==> config.mk <==
export PLATFORM = sky130hd
export DESIGN_NAME = program_loader
export DESIGN_NICKNAME = d
export VERILOG_FILES = /design/src/rtl/program_loader.sv
export SDC_FILE = /design/constraint.sdc
export NUM_CORES = 1
export LEC_CHECK = 0
export BUFFER_PORTS_ARGS = -buffer_cell sky130_fd_sc_hd__buf_2
export CORE_UTILIZATION = 35
export DETAILED_ROUTE_END_ITERATION = 8
export PLACE_DENSITY = 0.56
export SLEW_MARGIN = 10
export SYNTH_ARGS = -nofsm -noshare
export SYNTH_HDL_FRONTEND = slang
export SYNTH_SLANG_ARGS = --single-unit
==> constraint.sdc <==
create_clock -name i_clk -period 2.1 [get_ports i_clk]
set_clock_uncertainty 0.05 [all_clocks]
set_input_delay 0.315 -clock i_clk [delete_from_list [all_inputs] [get_ports i_clk]]
set_output_delay 0.315 -clock i_clk [all_outputs]
set_load 0.02 [all_outputs]
==> src/rtl/program_loader.sv <==
// Boot-time loader: copies a DEPTH-word image into RAM over the shared bus (MAR strobe, then RAM strobe),
// holds the CPU while doing so, then pulses a CPU reset. The image comes from the INIT_IMAGE parameter.
module program_loader #(
   parameter int                        DEPTH      = 16,
   parameter int                        ADDR_W     = 4,
   parameter int                        DATA_W     = 8,
   parameter logic [DEPTH*DATA_W-1:0]   INIT_IMAGE = '0,
   parameter bit                        AUTO_LOAD  = 1'b1
) (
   input  logic              i_clk,
   input  logic              i_rst,
   input  logic              i_start,
   output logic              o_cpu_hold,
   output logic              o_cpu_rst,
   output logic              o_bus_drive_en,
   output logic [DATA_W-1:0] o_bus_data,
   output logic              o_mar_read_from_bus,
   output logic              o_ram_read_from_bus,
   output logic [ADDR_W-1:0] o_load_addr,
   output logic              o_done,
   output logic [2:0]        o_state
);

   localparam logic [2:0] S_IDLE     = 3'd0;
   localparam logic [2:0] S_SET_ADDR = 3'd1;
   localparam logic [2:0] S_WRITE    = 3'd2;
   localparam logic [2:0] S_RELEASE  = 3'd3;
   localparam logic [2:0] S_DONE     = 3'd4;

   localparam logic [ADDR_W-1:0] LAST_ADDR = ADDR_W'(DEPTH - 1);

   logic [2:0]        r_state;
   logic [ADDR_W-1:0] r_load_addr;
   logic              r_first;
   logic              r_cpu_hold;
   logic              r_cpu_rst;
   logic              r_bus_drive_en;
   logic [DATA_W-1:0] r_bus_data;
   logic              r_mar_read;
   logic              r_ram_read;
   logic              r_done;

   logic [2:0]        w_state_nxt;
   logic [ADDR_W-1:0] w_addr_nxt;
   logic [DATA_W-1:0] w_addr_ext;
   logic [DATA_W-1:0] w_image_word;
   logic [DATA_W-1:0] w_bus_nxt;
   logic              w_go;

   logic [DATA_W-1:0] mem [DEPTH];

   for (genvar g = 0; g < DEPTH; g++) begin : g_image
      assign mem[g] = INIT_IMAGE[g*DATA_W +: DATA_W];
   end

   // A load begins on start, or unprompted on the first cycle out of reset when AUTO_LOAD is set.
   assign w_go = i_start || (AUTO_LOAD && r_first);

   always_comb begin
      w_state_nxt = r_state;
      w_addr_nxt  = r_load_addr;
      case (r_state)
         S_IDLE: begin
            if (w_go) begin
               w_state_nxt = S_SET_ADDR;
               w_addr_nxt  = '0;
            end
         end
         S_SET_ADDR: begin
            w_state_nxt = S_WRITE;
         end
         S_WRITE: begin
            if (r_load_addr == LAST_ADDR) begin
               w_state_nxt = S_RELEASE;
               w_addr_nxt  = '0;
            end else begin
               w_state_nxt = S_SET_ADDR;
               w_addr_nxt  = r_load_addr + 1'b1;
            end
         end
         S_RELEASE: begin
            w_state_nxt = S_DONE;
         end
         S_DONE: begin
            if (i_start) begin
               w_state_nxt = S_SET_ADDR;
               w_addr_nxt  = '0;
            end
         end
         default: begin
            w_state_nxt = S_IDLE;
            w_addr_nxt  = '0;
         end
      endcase
   end

   always_comb begin
      w_addr_ext                = '0;
      w_addr_ext[ADDR_W-1:0]    = w_addr_nxt;
   end

   assign w_image_word = mem[w_addr_nxt];

   // Bus value is decoded from the next state so the registered outputs line up with r_state.
   always_comb begin
      w_bus_nxt = '0;
      case (w_state_nxt)
         S_SET_ADDR: w_bus_nxt = w_addr_ext;
         S_WRITE:    w_bus_nxt = w_image_word;
         default:    w_bus_nxt = '0;
      endcase
   end

   always_ff @(posedge i_clk) begin
      if (i_rst) begin
         r_state        <= S_IDLE;
         r_load_addr    <= '0;
         r_first        <= 1'b1;
         r_cpu_hold     <= 1'b0;
         r_cpu_rst      <= 1'b0;
         r_bus_drive_en <= 1'b0;
         r_bus_data     <= '0;
         r_mar_read     <= 1'b0;
         r_ram_read     <= 1'b0;
         r_done         <= 1'b0;
      end else begin
         r_state        <= w_state_nxt;
         r_load_addr    <= w_addr_nxt;
         r_first        <= 1'b0;
         r_cpu_hold     <= (w_state_nxt == S_SET_ADDR) || (w_state_nxt == S_WRITE) ||
                           (w_state_nxt == S_RELEASE);
         r_cpu_rst      <= (w_state_nxt == S_RELEASE);
         r_bus_drive_en <= (w_state_nxt == S_SET_ADDR) || (w_state_nxt == S_WRITE);
         r_bus_data     <= w_bus_nxt;
         r_mar_read     <= (w_state_nxt == S_SET_ADDR);
         r_ram_read     <= (w_state_nxt == S_WRITE);
         r_done         <= (w_state_nxt == S_DONE);
      end
   end

   assign o_cpu_hold          = r_cpu_hold;
   assign o_cpu_rst           = r_cpu_rst;
   assign o_bus_drive_en      = r_bus_drive_en;
   assign o_bus_data          = r_bus_data;
   assign o_mar_read_from_bus = r_mar_read;
   assign o_ram_read_from_bus = r_ram_read;
   assign o_load_addr         = r_load_addr;
   assign o_done              = r_done;
   assign o_state             = r_state;

endmodule

Yosys cells after proc, flatten, opt, wreduce, memory -nomap -nowiden --
Memory sizes are Yosys's and may differ from the RTL's. Index checks and enable logic that the tools add are counted.
Storage, ports and cells: register bits 22, ROM bits 128, input port bits 3, output and inout port bits 21, logic and storage cells 40, memories kept 1
Operators by class: add/sub/neg operators 1, magnitude comparators 1, equal/unequal tests 9, mux-type cells 12, bitwise operators 1, reduce and logical (&&, ||, !) cells 5
Memory list:
- (name not given) | depth 16, width 8, rd ports 1, clocked after memory_dff 0, write ports 0, line 102 | assign w_image_word = mem[w_addr_nxt];
Operator list (count):
- 8-bit two-way mux | 2
- 4-bit case mux with 4 select lines | 1
- 8-bit case mux with 2 select lines | 1
- 3-bit case mux with 5 select lines | 1
- 3-bit by 2-bit == test with 1-bit output, second input constant | 4
- 4-bit two-way mux | 3
- 3-bit by 1-bit == test with 1-bit output, second input constant | 2
- 3-bit == test, second input constant | 2
- 3-bit two-way mux | 2
- 5-bit >= comparator, second input constant | 1
- 4-bit inverter with 5-bit output | 1
- 4-bit by 1-bit adder with 4-bit output, second input constant | 1
- 4-bit == test, second input constant | 1
- 3-bit logical NOT | 1
- 1-bit logical OR | 3
- 2-bit two-way mux | 1
- 2-bit OR reduction | 1
- 1-bit two-way mux | 1

Depth between registers and ports, before layout --
word-level depth 8, mapped depth 6, mapped depth without buffers 6

Least setup slack after synthesis --
Ideal clock, no wire load.
path type register to register, from register r_load_addr[1], in the netlist o_load_addr[1], to register r_cpu_rst, in the netlist o_cpu_rst, library setup time 79 ps, arrival time 1628 ps, data required time 1971 ps, setup slack 343 ps, cell stages (with the launch flop) 6, buffers on the path 0, clock period less this slack 1757 ps, cell sequence dfxtp_1 ha_1 nand4_1 mux2_2 or3_4 a211oi_2
On the way: word-level cells in the longest chain between the ends 4
RTL lines:
- start: declaration | line 33 | logic [ADDR_W-1:0] r_load_addr;
- start signal: assignment | line 128 | r_load_addr <= w_addr_nxt;
- 4-bit == test | line 73 | if (r_load_addr == LAST_ADDR) begin
- 2-bit two-way mux | line 73
- 3-bit case mux with 5 select lines | line 62 | case (r_state)
- 3-bit by 2-bit == test with 1-bit output | line 132 | r_cpu_rst <= (w_state_nxt == S_RELEASE);
- end signal: assignment | line 132
- end: declaration | line 36 | logic r_cpu_rst;
Every way passes these cells. A chain may end at the register's enable or synchronous reset.

Worst setup path after layout --
Same ends and word-level chain as after synthesis.

==> flow_summary.json <==
{
  "synth-xor-area-share_pct": 0,
  "crit_path_end_kind": "register",
  "dp_hpwl_um": 1060,
  "start_util_pct": 37.8,
  "max_freq_mhz": 564,
  "cts_tree": "yes",
  "internal-power_mw": 0.492,
  "ant_nets": 0,
  "critical_path.max_fanout": 6,
  "path_class": "register to register",
  "timing.final.hold_violations": 0,
  "cp_cell_sequence": "ha_1 -> nand4_1 -> mux2_2 -> or3_4 -> a211oi_2",
  "fin_area_sq_um": 882,
  "maxCapViolations": 0,
  "yosys-top-cells-area": "dfxtp_1, buf_4, nor2_1",
  "swShare_pct": 26.7,
  "startpoint_type": "register",
  "setup_viol": 0,
  "crit_arrival_ns": 1.94,
  "setup_tns_ns": 0,
  "synth_top_family_by_area": "simple AND/OR/NAND/NOR gates",
  "drive_gt1_share_pct": 28.6,
  "drt_iter0_markers": 9,
  "slew_viol_final": 0,
  "gr-total-overflow": 0,
  "synth_area_sq_um": 756,
  "critical-path-max-stage-delay_ns": 0.44,
  "tightest_slew_ns": 0.490,
  "postPlaceCellArea_sq_um": 846,
  "max_slew_margin_pct": 66.9,
  "synth_compound_area_share_pct": 16.6,
  "routedWlPerCell_um": 12.0,
  "powerDensity_nw_per_um2": 761,
  "p_leak_nw": 0.399,
  "die_x_um": 48.5,
  "die_area_sq_um": 2350,
  "ys_ff_latch": 18,
  "cpLargestDelayFamily": "simple AND/OR/NAND/NOR gates",
  "final_common_cell": "buf_2",
  "crit_slowest_cell": "dfxtp_1",
  "layout_common_cells": "buf_2, dfxtp_1, nor2_1",
  "min_from": "i_rst",
  "status": "finished clean",
  "regToRegEndpoint": "o_cpu_rst$_SDFF_PP0_",
  "hold-worst-slack_ns": 0.202,
  "grt_max_degree": 15,
  "cts.repair.resized": 0,
  "die_h_um": 48.5,
  "pwr-share-comb_pct": 13.6,
  "seq_area_sq_um": 360,
  "cts_buffers": 3,
  "reg2reg_depth": 5,
  "gp_congestion": 0.799,
  "cts.clk_slew.worst_paths_ns": 0.10,
  "r2r-start": "o_load_addr[1]$_SDFF_PP0_",
  "synthSimpleGateAreaFrac_pct": 22.5,
  "power.switching_mw": 0.179,
  "cts_root_buf": "clkbuf_4",
  "finalCritPeriodShare_pct": 84.5,
  "holdPathStages": 1,
  "grt_pass1_wl_um": 2510,
  "dr.pass1.iters": 4,
  "drc_errors": 0,
  "synth_top_area_share_pct": 47.7,
  "grt_antenna_before_repair": 0,
  "worstPathRequired_ns": 2.27,
  "cts_setup_buffers": 0,
  "clkSinkCount": 18,
  "holdBufCountCts": 0,
  "grt_use_total_pct": 13.8,
  "clk_path_buf_depth": 2,
  "grt_pass1_vias": 577,
  "core_area_sq_um": 2000,
  "htreeDepth": 1,
  "synthAdderAreaFrac_pct": 1.66,
  "synth-seq-area-share_pct": 47.7,
  "synth-warning-count": 0,
  "drt-total-wl_um": 1510,
  "r2r_setup_slack_ns": 0.33,
  "p_seq_share_pct": 55.0,
  "min_period_ns": 1.77,
  "clkPwrFrac_pct": 31.3,
  "hold_path.class": "input port to register",
  "syn2layout_area_growth_pct": 16.7,
  "nFillCells": 222,
  "layout.nets": 103,
  "yosysTopAreaCell": "dfxtp_1",
  "ys_types": 36,
  "whs_endpoint": "r_first$_DFF_P_",
  "synthCells": 79,
  "io_pins": 24,
  "muxShareOfSynthArea_pct": 1.49,
  "diodes": 0,
  "num_vias": 626,
  "viasPerCell": 5.01,
  "clkLatencyLatePin_ns": 0.29,
  "port_buffers": 19,
  "multi_input_area_sq_um": 334,
  "crit_buf_inv": 0,
  "rsz0062_at_grt": "false",
  "row_count": 16,
  "ir_drop_mv": 0.409,
  "avgSynthCellArea_sq_um": 9.57
}
## sequential cells by signal, summed over array words and instances, names as in the netlist
| signal | flops |
|---|---|
| o_ram_read_from_bus | 1 |
| o_bus_drive_en | 1 |
| o_cpu_hold | 1 |
| o_cpu_rst | 1 |
| o_done | 1 |
| o_mar_read_from_bus | 1 |
| o_bus_data | 4 |
| o_load_addr | 4 |
| r_first | 1 |
| o_state | 3 |
## per-layer routing
metal	global-route usage (%)	vias up	routed length [um]
met1	17.6	295	704
met4	5.88	0	10
met2	22.1	16	719
met5	0	-	0
met3	3.46	2	71
li1	-	313	-
## cells in the mapped netlist
cell        n
o221ai_1    1
o32ai_1     1
o41ai_1     1
o21bai_1    1
or3_4       1
mux2_2      1
nor2_1     10
clkbuf_2    1
and3_1      1
and2_1      1
a221oi_1    1
a211oi_2    1
buf_6       1
o21ai_0     2
o41a_1      1
nand2b_1    4
nand4bb_1   1
nor4b_1     1
nor2b_1     3
dfxtp_1    18
conb_1      1
o21ai_2     1
o22a_1      1
clkbuf_1    1
nand3_1     1
and4_1      1
inv_1       4
buf_4       5
nor3_1      1
a32oi_1     1
a21oi_1     3
nand4_1     1
nand2_1     2
a211oi_1    1
ha_1        1
nor4_1      2
## per-stage QoR
step / std cells / setup WS [ns] / power, mW / utilization [%]
final: 125 / 0.326 / 0.671 / 44.1
after global routing: 125 / 0.200 / 0.707 / 44.1
after floorplan: 82 / 0.343 / 0.449 / -
after detailed placement: 121 / 0.354 / 0.469 / 42.3
after global placement: 121 / 0.429 / 0.468 / 42.3
after CTS: 125 / 0.332 / 0.679 / 44.1
## kinds of logic after synthesis
logic type,count (synthesis)
buf+inv,12
flops,18
compound gates,16
fa+ha+maj,1
mux,1
other cells,1
simple gates,30
## layout make-up
| class | instances | area share, % |
|---|---|---|
| Sequential cell | 18 | 40.9 |
| Multi-Input combinational cell | 52 | 37.9 |
| Inverter | 4 | 1.70 |
| Timing Repair Buffer | 20 | 11.6 |
| Clock buffer | 4 | 4.11 |
| Tap cell | 27 | 3.83 |
## worst reg2reg max path: stages, from the launching register on
cell and delay (ns):
dfxtp_1 0.44, ha_1 0.24, nand4_1 0.11, mux2_2 0.32
or3_4 0.36, a211oi_2 0.19
## power groups by stage
stage	registers, mW	clock network, mW	logic [mW]
final	0.369	0.210	0.0914
after CTS	0.369	0.218	0.0920
after floorplan	0.389	0	0.0598
after global routing	0.372	0.235	0.101
after detailed placement	0.377	0	0.0916
after global placement	0.376	0	0.0916
## worst max path at each step
stage | slack [ns] | startpoint | cells past startpoint | endpoint
2_1_floorplan | 0.34 | o_load_addr[1]$_SDFF_PP0_ | 5 | o_cpu_rst$_SDFF_PP0_
3_3_place_gp | 0.43 | o_state[1]$_SDFF_PP0_ | 4 | o_cpu_rst$_SDFF_PP0_
3_5_place_dp | 0.35 | o_load_addr[1]$_SDFF_PP0_ | 6 | o_bus_data[2]$_SDFF_PP0_
4_1_cts | 0.33 | o_load_addr[1]$_SDFF_PP0_ | 5 | o_cpu_rst$_SDFF_PP0_
5_1_grt | 0.20 | o_load_addr[1]$_SDFF_PP0_ | 6 | o_bus_data[2]$_SDFF_PP0_
6_report | 0.33 | o_load_addr[1]$_SDFF_PP0_ | 5 | o_cpu_rst$_SDFF_PP0_
Note: power is estimated with default switching activity, not from simulation.
